### src/rtl/fader_coef_bank_pkg.sv
`default_nettype none
// ============================================================================
// Module      : fader_coef_pkg
// Description : Shared constants and types for the fader complex tap store.
//               NTAPS  - number of complex taps seen by the convolver
//               W      - tap component width (signed s1.16)
//               TAP0_RESET - real part of tap 0 after reset (1.0)
// Revision    : 1.0 - initial release
// ============================================================================
package fader_coef_pkg;

    localparam int NTAPS = 32;
    localparam int W     = 18;
    localparam int AW    = $clog2(NTAPS);

    localparam logic signed [W-1:0] TAP0_RESET = 18'sh10000;

    typedef logic signed [W-1:0] coef_t;
    typedef coef_t [NTAPS-1:0]   coef_bank_t;

    typedef enum logic [0:0] {
        IDLE    = 1'b0,
        PENDING = 1'b1
    } coef_state_t;

    // Real part of a unit-impulse (pass-through) filter.
    function automatic coef_bank_t unit_impulse_real();
        coef_bank_t b;
        b    = '0;
        b[0] = TAP0_RESET;
        return b;
    endfunction

endpackage
`default_nettype wire

### src/rtl/fader_coef_bank.sv
`default_nettype none
// ============================================================================
// Module      : fader_coef_bank
// Description : Double-buffered complex tap store feeding the 32-tap complex
//               convolver. Taps are written one at a time into a shadow bank;
//               a commit request arms a swap that copies the entire shadow
//               bank into the active bank on the next sample-boundary strobe,
//               so the convolver never observes a half-updated tap set.
//
// Ports       : clk            - system clock
//               reset          - synchronous active-high reset
//               wr_en          - shadow tap write strobe
//               wr_addr        - shadow tap index
//               wr_real/imag   - tap components to write
//               wr_ready       - writes accepted (IDLE)
//               commit         - request to publish the shadow bank
//               swap_strobe    - sample-boundary tick; swaps happen only here
//               commit_pending - commit armed, swap not yet done
//               wr_drop        - sticky: a write was refused while busy
//               coef_real/imag - active taps to the convolver
//               swap_count     - completed swaps, wraps modulo 2^CNT_W
// Revision    : 1.0 - initial release
// ============================================================================
module fader_coef_bank
    import fader_coef_pkg::*;
#(
    parameter int CNT_W = 16
) (
    input  logic                        clk,
    input  logic                        reset,
    input  logic                        wr_en,
    input  logic [AW-1:0]               wr_addr,
    input  logic [W-1:0]                wr_real,
    input  logic [W-1:0]                wr_imag,
    output logic                        wr_ready,
    input  logic                        commit,
    input  logic                        swap_strobe,
    output logic                        commit_pending,
    output logic                        wr_drop,
    output logic [NTAPS-1:0][W-1:0]     coef_real,
    output logic [NTAPS-1:0][W-1:0]     coef_imag,
    output logic [CNT_W-1:0]            swap_count
);

    // One extra bit so the bound compare also works when NTAPS is not a
    // power of two and wr_addr can name a non-existent tap.
    localparam logic [AW:0] c_ntaps = (AW+1)'(NTAPS);

    coef_state_t     r_state;
    coef_state_t     w_state_next;

    coef_bank_t      r_shadow_real;
    coef_bank_t      r_shadow_imag;
    coef_bank_t      r_active_real;
    coef_bank_t      r_active_imag;

    logic            r_wr_drop;
    logic [CNT_W-1:0] r_swap_count;

    logic            w_addr_ok;
    logic            w_shadow_we;
    logic            w_swap;
    logic            w_drop_set;

    assign w_addr_ok = ({1'b0, wr_addr} < c_ntaps);

    // ------------------------------------------------------------------
    // Control FSM: state register
    // ------------------------------------------------------------------
    always_ff @(posedge clk) begin
        if (reset) begin
            r_state <= IDLE;
        end else begin
            r_state <= w_state_next;
        end
    end

    // ------------------------------------------------------------------
    // Control FSM: next state and datapath strobes
    // A write in the commit cycle lands in the shadow on the same edge the
    // FSM arms, so it is part of the published set. A strobe coincident
    // with commit is seen while still IDLE and therefore does nothing.
    // ------------------------------------------------------------------
    always_comb begin
        w_state_next = r_state;
        w_shadow_we  = 1'b0;
        w_swap       = 1'b0;
        w_drop_set   = 1'b0;
        unique case (r_state)
            IDLE: begin
                w_shadow_we = wr_en && w_addr_ok;
                if (commit) begin
                    w_state_next = PENDING;
                end
            end
            PENDING: begin
                // Shadow is frozen until the swap; refused writes are flagged.
                w_drop_set = wr_en && w_addr_ok;
                if (swap_strobe) begin
                    w_swap       = 1'b1;
                    w_state_next = IDLE;
                end
            end
            default: begin
                w_state_next = IDLE;
            end
        endcase
    end

    // ------------------------------------------------------------------
    // Shadow bank: single-tap writes, never cleared by a swap
    // ------------------------------------------------------------------
    always_ff @(posedge clk) begin
        if (reset) begin
            r_shadow_real <= unit_impulse_real();
            r_shadow_imag <= '0;
        end else if (w_shadow_we) begin
            r_shadow_real[wr_addr] <= wr_real;
            r_shadow_imag[wr_addr] <= wr_imag;
        end
    end

    // ------------------------------------------------------------------
    // Active bank: whole-bank copy on a single edge
    // ------------------------------------------------------------------
    always_ff @(posedge clk) begin
        if (reset) begin
            r_active_real <= unit_impulse_real();
            r_active_imag <= '0;
        end else if (w_swap) begin
            r_active_real <= r_shadow_real;
            r_active_imag <= r_shadow_imag;
        end
    end

    // ------------------------------------------------------------------
    // Status: sticky drop flag and swap counter
    // ------------------------------------------------------------------
    always_ff @(posedge clk) begin
        if (reset) begin
            r_wr_drop    <= 1'b0;
            r_swap_count <= '0;
        end else begin
            if (w_drop_set) begin
                r_wr_drop <= 1'b1;
            end
            if (w_swap) begin
                r_swap_count <= r_swap_count + 1'b1;
            end
        end
    end

    // ------------------------------------------------------------------
    // Outputs: straight from registers (state decode only)
    // ------------------------------------------------------------------
    assign wr_ready       = (r_state == IDLE);
    assign commit_pending = (r_state == PENDING);
    assign wr_drop        = r_wr_drop;
    assign coef_real      = r_active_real;
    assign coef_imag      = r_active_imag;
    assign swap_count     = r_swap_count;

endmodule
`default_nettype wire

### config.mk
export PLATFORM = sky130hd
export DESIGN_NAME = fader_coef_bank
export DESIGN_NICKNAME = d
export VERILOG_FILES = /design/src/rtl/fader_coef_bank_pkg.sv /design/src/rtl/fader_coef_bank.sv
export SDC_FILE = /design/constraint.sdc
export NUM_CORES = 2
export LEC_CHECK = 0
export ABC_AREA = 1
export BUFFER_PORTS_ARGS = -buffer_cell sky130_fd_sc_hd__buf_2
export CORE_AREA = 2 2 471 473
export CTS_CLUSTER_DIAMETER = 200
export DETAILED_ROUTE_END_ITERATION = 6
export DIE_AREA = 0 0 473 475
export GPL_TIMING_DRIVEN = 0
export PLACE_DENSITY = 0.55
export SKIP_CTS_REPAIR_TIMING = 1
export SYNTH_ARGS = -nofsm -noshare
export SYNTH_HDL_FRONTEND = slang
export SYNTH_SLANG_ARGS = --single-unit
### constraint.sdc
create_clock -name clk -period 2.6 [get_ports clk]
set_clock_uncertainty 0.1 [all_clocks]
set_input_delay 0.26 -clock clk [delete_from_list [all_inputs] [get_ports clk]]
set_output_delay 0.26 -clock clk [all_outputs]
set_load 0.005 [all_outputs]
==> metrics.md <==
| Metric | Value |
|---|---|
| Status | finished with violations |
| Failing checks | max-capacitance violations, max-slew violations, negative setup slack |
| Post-DP Area | 89300 um^2 |
| Period utilisation layout | 1.02 |
| Worst-Margin Slew | 1.52 ns |
| Post-Synthesis Cells | 10272 |
| Design area | 98700 um^2 |
| Post-synthesis async set-or-reset flop share | 0 |
| FF+latch count, synth | 2322 |
| RSZ-0062 raised after global routing | true |
| CTS Buffer Depth | 3 |
| Fin nets | 11870 |
| Dpl ws | -1.88 ns |
| DIE WIDTH | 473 um |
| CP Class | flop to flop |
| Fmax | 376 MHz |
| Worst EP required | 3.28 ns |
| Most frequent cells after synthesis | nor2_1, dfxtp_1, o21ai_0 |
| Final setup margin | -0.0629 ns |
| Tmin final | 2.66 ns |
| WL final | 381000 um |
| Final Hold Viols | 0 |
| Port buffer count | 1216 |
| Filler cells | 22243 |
| Remaining antenna violation count | 0 |
| Syn nets | 10319 |
| Vias in the first global route | 70711 |
| Global-route wire length before repair | 521000 um |
| HPWL after DPL | 288000 um |
| Clk_lat worst skew | 0.94 ns |
| DR WL/cell | 25.6 um |
| Syn. warnings | 0 |
| Yosys top cell by area | dfxtp_1 |
| PD cells | 808 nW/um^2 |
| Die area | 225000 um^2 |
| Syn avg cell area | 7.75 um^2 |
| Critical Path Fanout Max | 10 |
| Initial antenna violation count | 34 |
| Via/cell ratio | 5.16 |
| I/O Pins | 1217 |
| Synth Flop Type | dfxtp_1 |
| DR pass1 iterations | 6 |
| H-tree Lvls | 4 |
| Clock root buffer master | clkbuf_16 |
| Worst slew margin | -0.0117 |
| DRC Markers | 0 |
| Mapped cell area | 79600 um^2 |
| Final Max Slew Viols | 22 |
| Area grow syn2layout | 24.0% |
| Most common cell in the netlist | nor2_1 |
| Initial core utilization | 0.363 |
| CTS tree | yes |
| Layout cells sized above 1 | 0.158 |
| CP startpoint kind | flop |
| EDFF count, synth | 0 |
| Synth area leaders | dfxtp_1, nor2_1, o21ai_0, clkbuf_1, nand3_1 |
| CTS Buf Count | 240 |
| Final setup fails | 24 |
| Post-Route Setup TNS | -0.811 ns |
| WP data arrival | 3.34 ns |
| Crit path capture type | flop |
| Core area | 219000 um^2 |
| Max-cap violations | 2 |
| Sequential area share after synthesis | 0.584 |
| Die height | 475 um |
| Via count | 76973 |
| Worst vdd ir | 0.700 mV |
| Leakage | 42.7 nW |
| Clock sinks | 2322 |
| Reg clk slew, reported paths | 0.06 ns |
| Pwr Total | 79.7 mW |
| Largest net degree at the start of global routing | 19 |
| Hold Crit Class | input pin to flop |
| # rows | 172 |
| Post-synth top area share | 0.584 |
| Routability cong. | 0.933 |
| Total GRT Usage | 0.325 |
| Grt ovf | 0 |
| Drt initial violations | 8000 |
| Post-synth cell types | 20 |
[area by class of cell]
cell class              count  area (um^2)  area share
flip-flops and latches   2322        46500       0.471
multi-input cells        7056        29900       0.303
clock buffers             379         7250      0.0734
repair buffers           1312         7020      0.0711
well taps                2871         3590      0.0364
plain buffers             830         3400      0.0344
clock inverters            58          805     0.00815
inverters                  61          263     0.00266
diodes                     16         40.0    0.000406
[through the flow]
| step | std cells | hold WS (ns) | util |
|---|---|---|---|
| detailed placement | 14360 | 0.350 | 0.408 |
| global route | 14898 | 0.0237 | 0.451 |
| finish | 14905 | 0.0123 | 0.451 |
| floorplan | 10272 | 0.299 | - |
| global placement | 14359 | 0.345 | 0.408 |
| CTS | 14797 | -0.492 | 0.444 |
[per-layer routing]
metal / global-route usage / wire, um / part of all wire / vias up
met5: 0 / 14 / 0.000037 / -
met3: 0.0865 / 35800 / 0.094 / 754
met2: 0.519 / 171000 / 0.45 / 3482
met1: 0.391 / 148000 / 0.39 / 36644
li1: - / - / - / 36091
met4: 0.198 / 25900 / 0.068 / 2
[flip-flops by register name, summed over array words and instances (netlist names)]
signal	count
swap_count	16
commit_pending	1
wr_drop	1
coef_real	576
r_shadow_imag	576
coef_imag	576
r_shadow_real	576
[critical path, cell delays in order, from the launching register on]
cell and delay (ns):
dfxtp_2 0.40, inv_2 0.08, nand2_1 0.16, nor3_2 0.41, nand2_1 0.56, clkbuf_1 0.58
nand2_1 0.17, a21oi_1 0.08
[cells in the final DEF (no fill, tap or decap), drive strengths merged]
cell | synthesis | layout
a21oi | 154 | 154
buf | 137 | 1409
bufinv | 0 | 10
clkbuf | 696 | 1070
clkinv | 5 | 45
clkinvlp | 0 | 8
dfxtp | 2322 | 2322
diode | 0 | 16
dlygate4sd3 | 0 | 42
ha | 1 | 1
inv | 56 | 56
nand2 | 194 | 194
nand3 | 163 | 163
nand4 | 2 | 2
nor2 | 4369 | 4369
nor3 | 5 | 5
o21ai | 2167 | 2167
xor2 | 1 | 1
[worst paths after layout]
check                                         from  depth (start not counted)  slack (ns)                  to
worst min register to register  r_shadow_imag[456]                          2        0.36  r_shadow_imag[456]
worst min-delay path                    wr_addr[0]                          5        0.01  r_shadow_imag[395]
worst max register to register      commit_pending                          7       -0.06  r_shadow_imag[520]
worst max-delay path                commit_pending                          7       -0.06  r_shadow_imag[520]
[cells by family after synthesis]
| family | count (synthesis) | synth area share |
|---|---|---|
| simple gates | 4733 | 0.227 |
| compound gates | 2321 | 0.146 |
| flops | 2322 | 0.584 |
| xor+xnor | 1 | 0.000110 |
| buf+inv | 894 | 0.0430 |
| fa+ha+maj | 1 | 0.000157 |
[report_power, final]
group	internal, mW	switching (mW)
Combinational	1.99	4.79
Sequential	36.8	0.930
Clock	20.1	15.1
Total	58.9	20.8
Power figures use the tool's default switching activity.
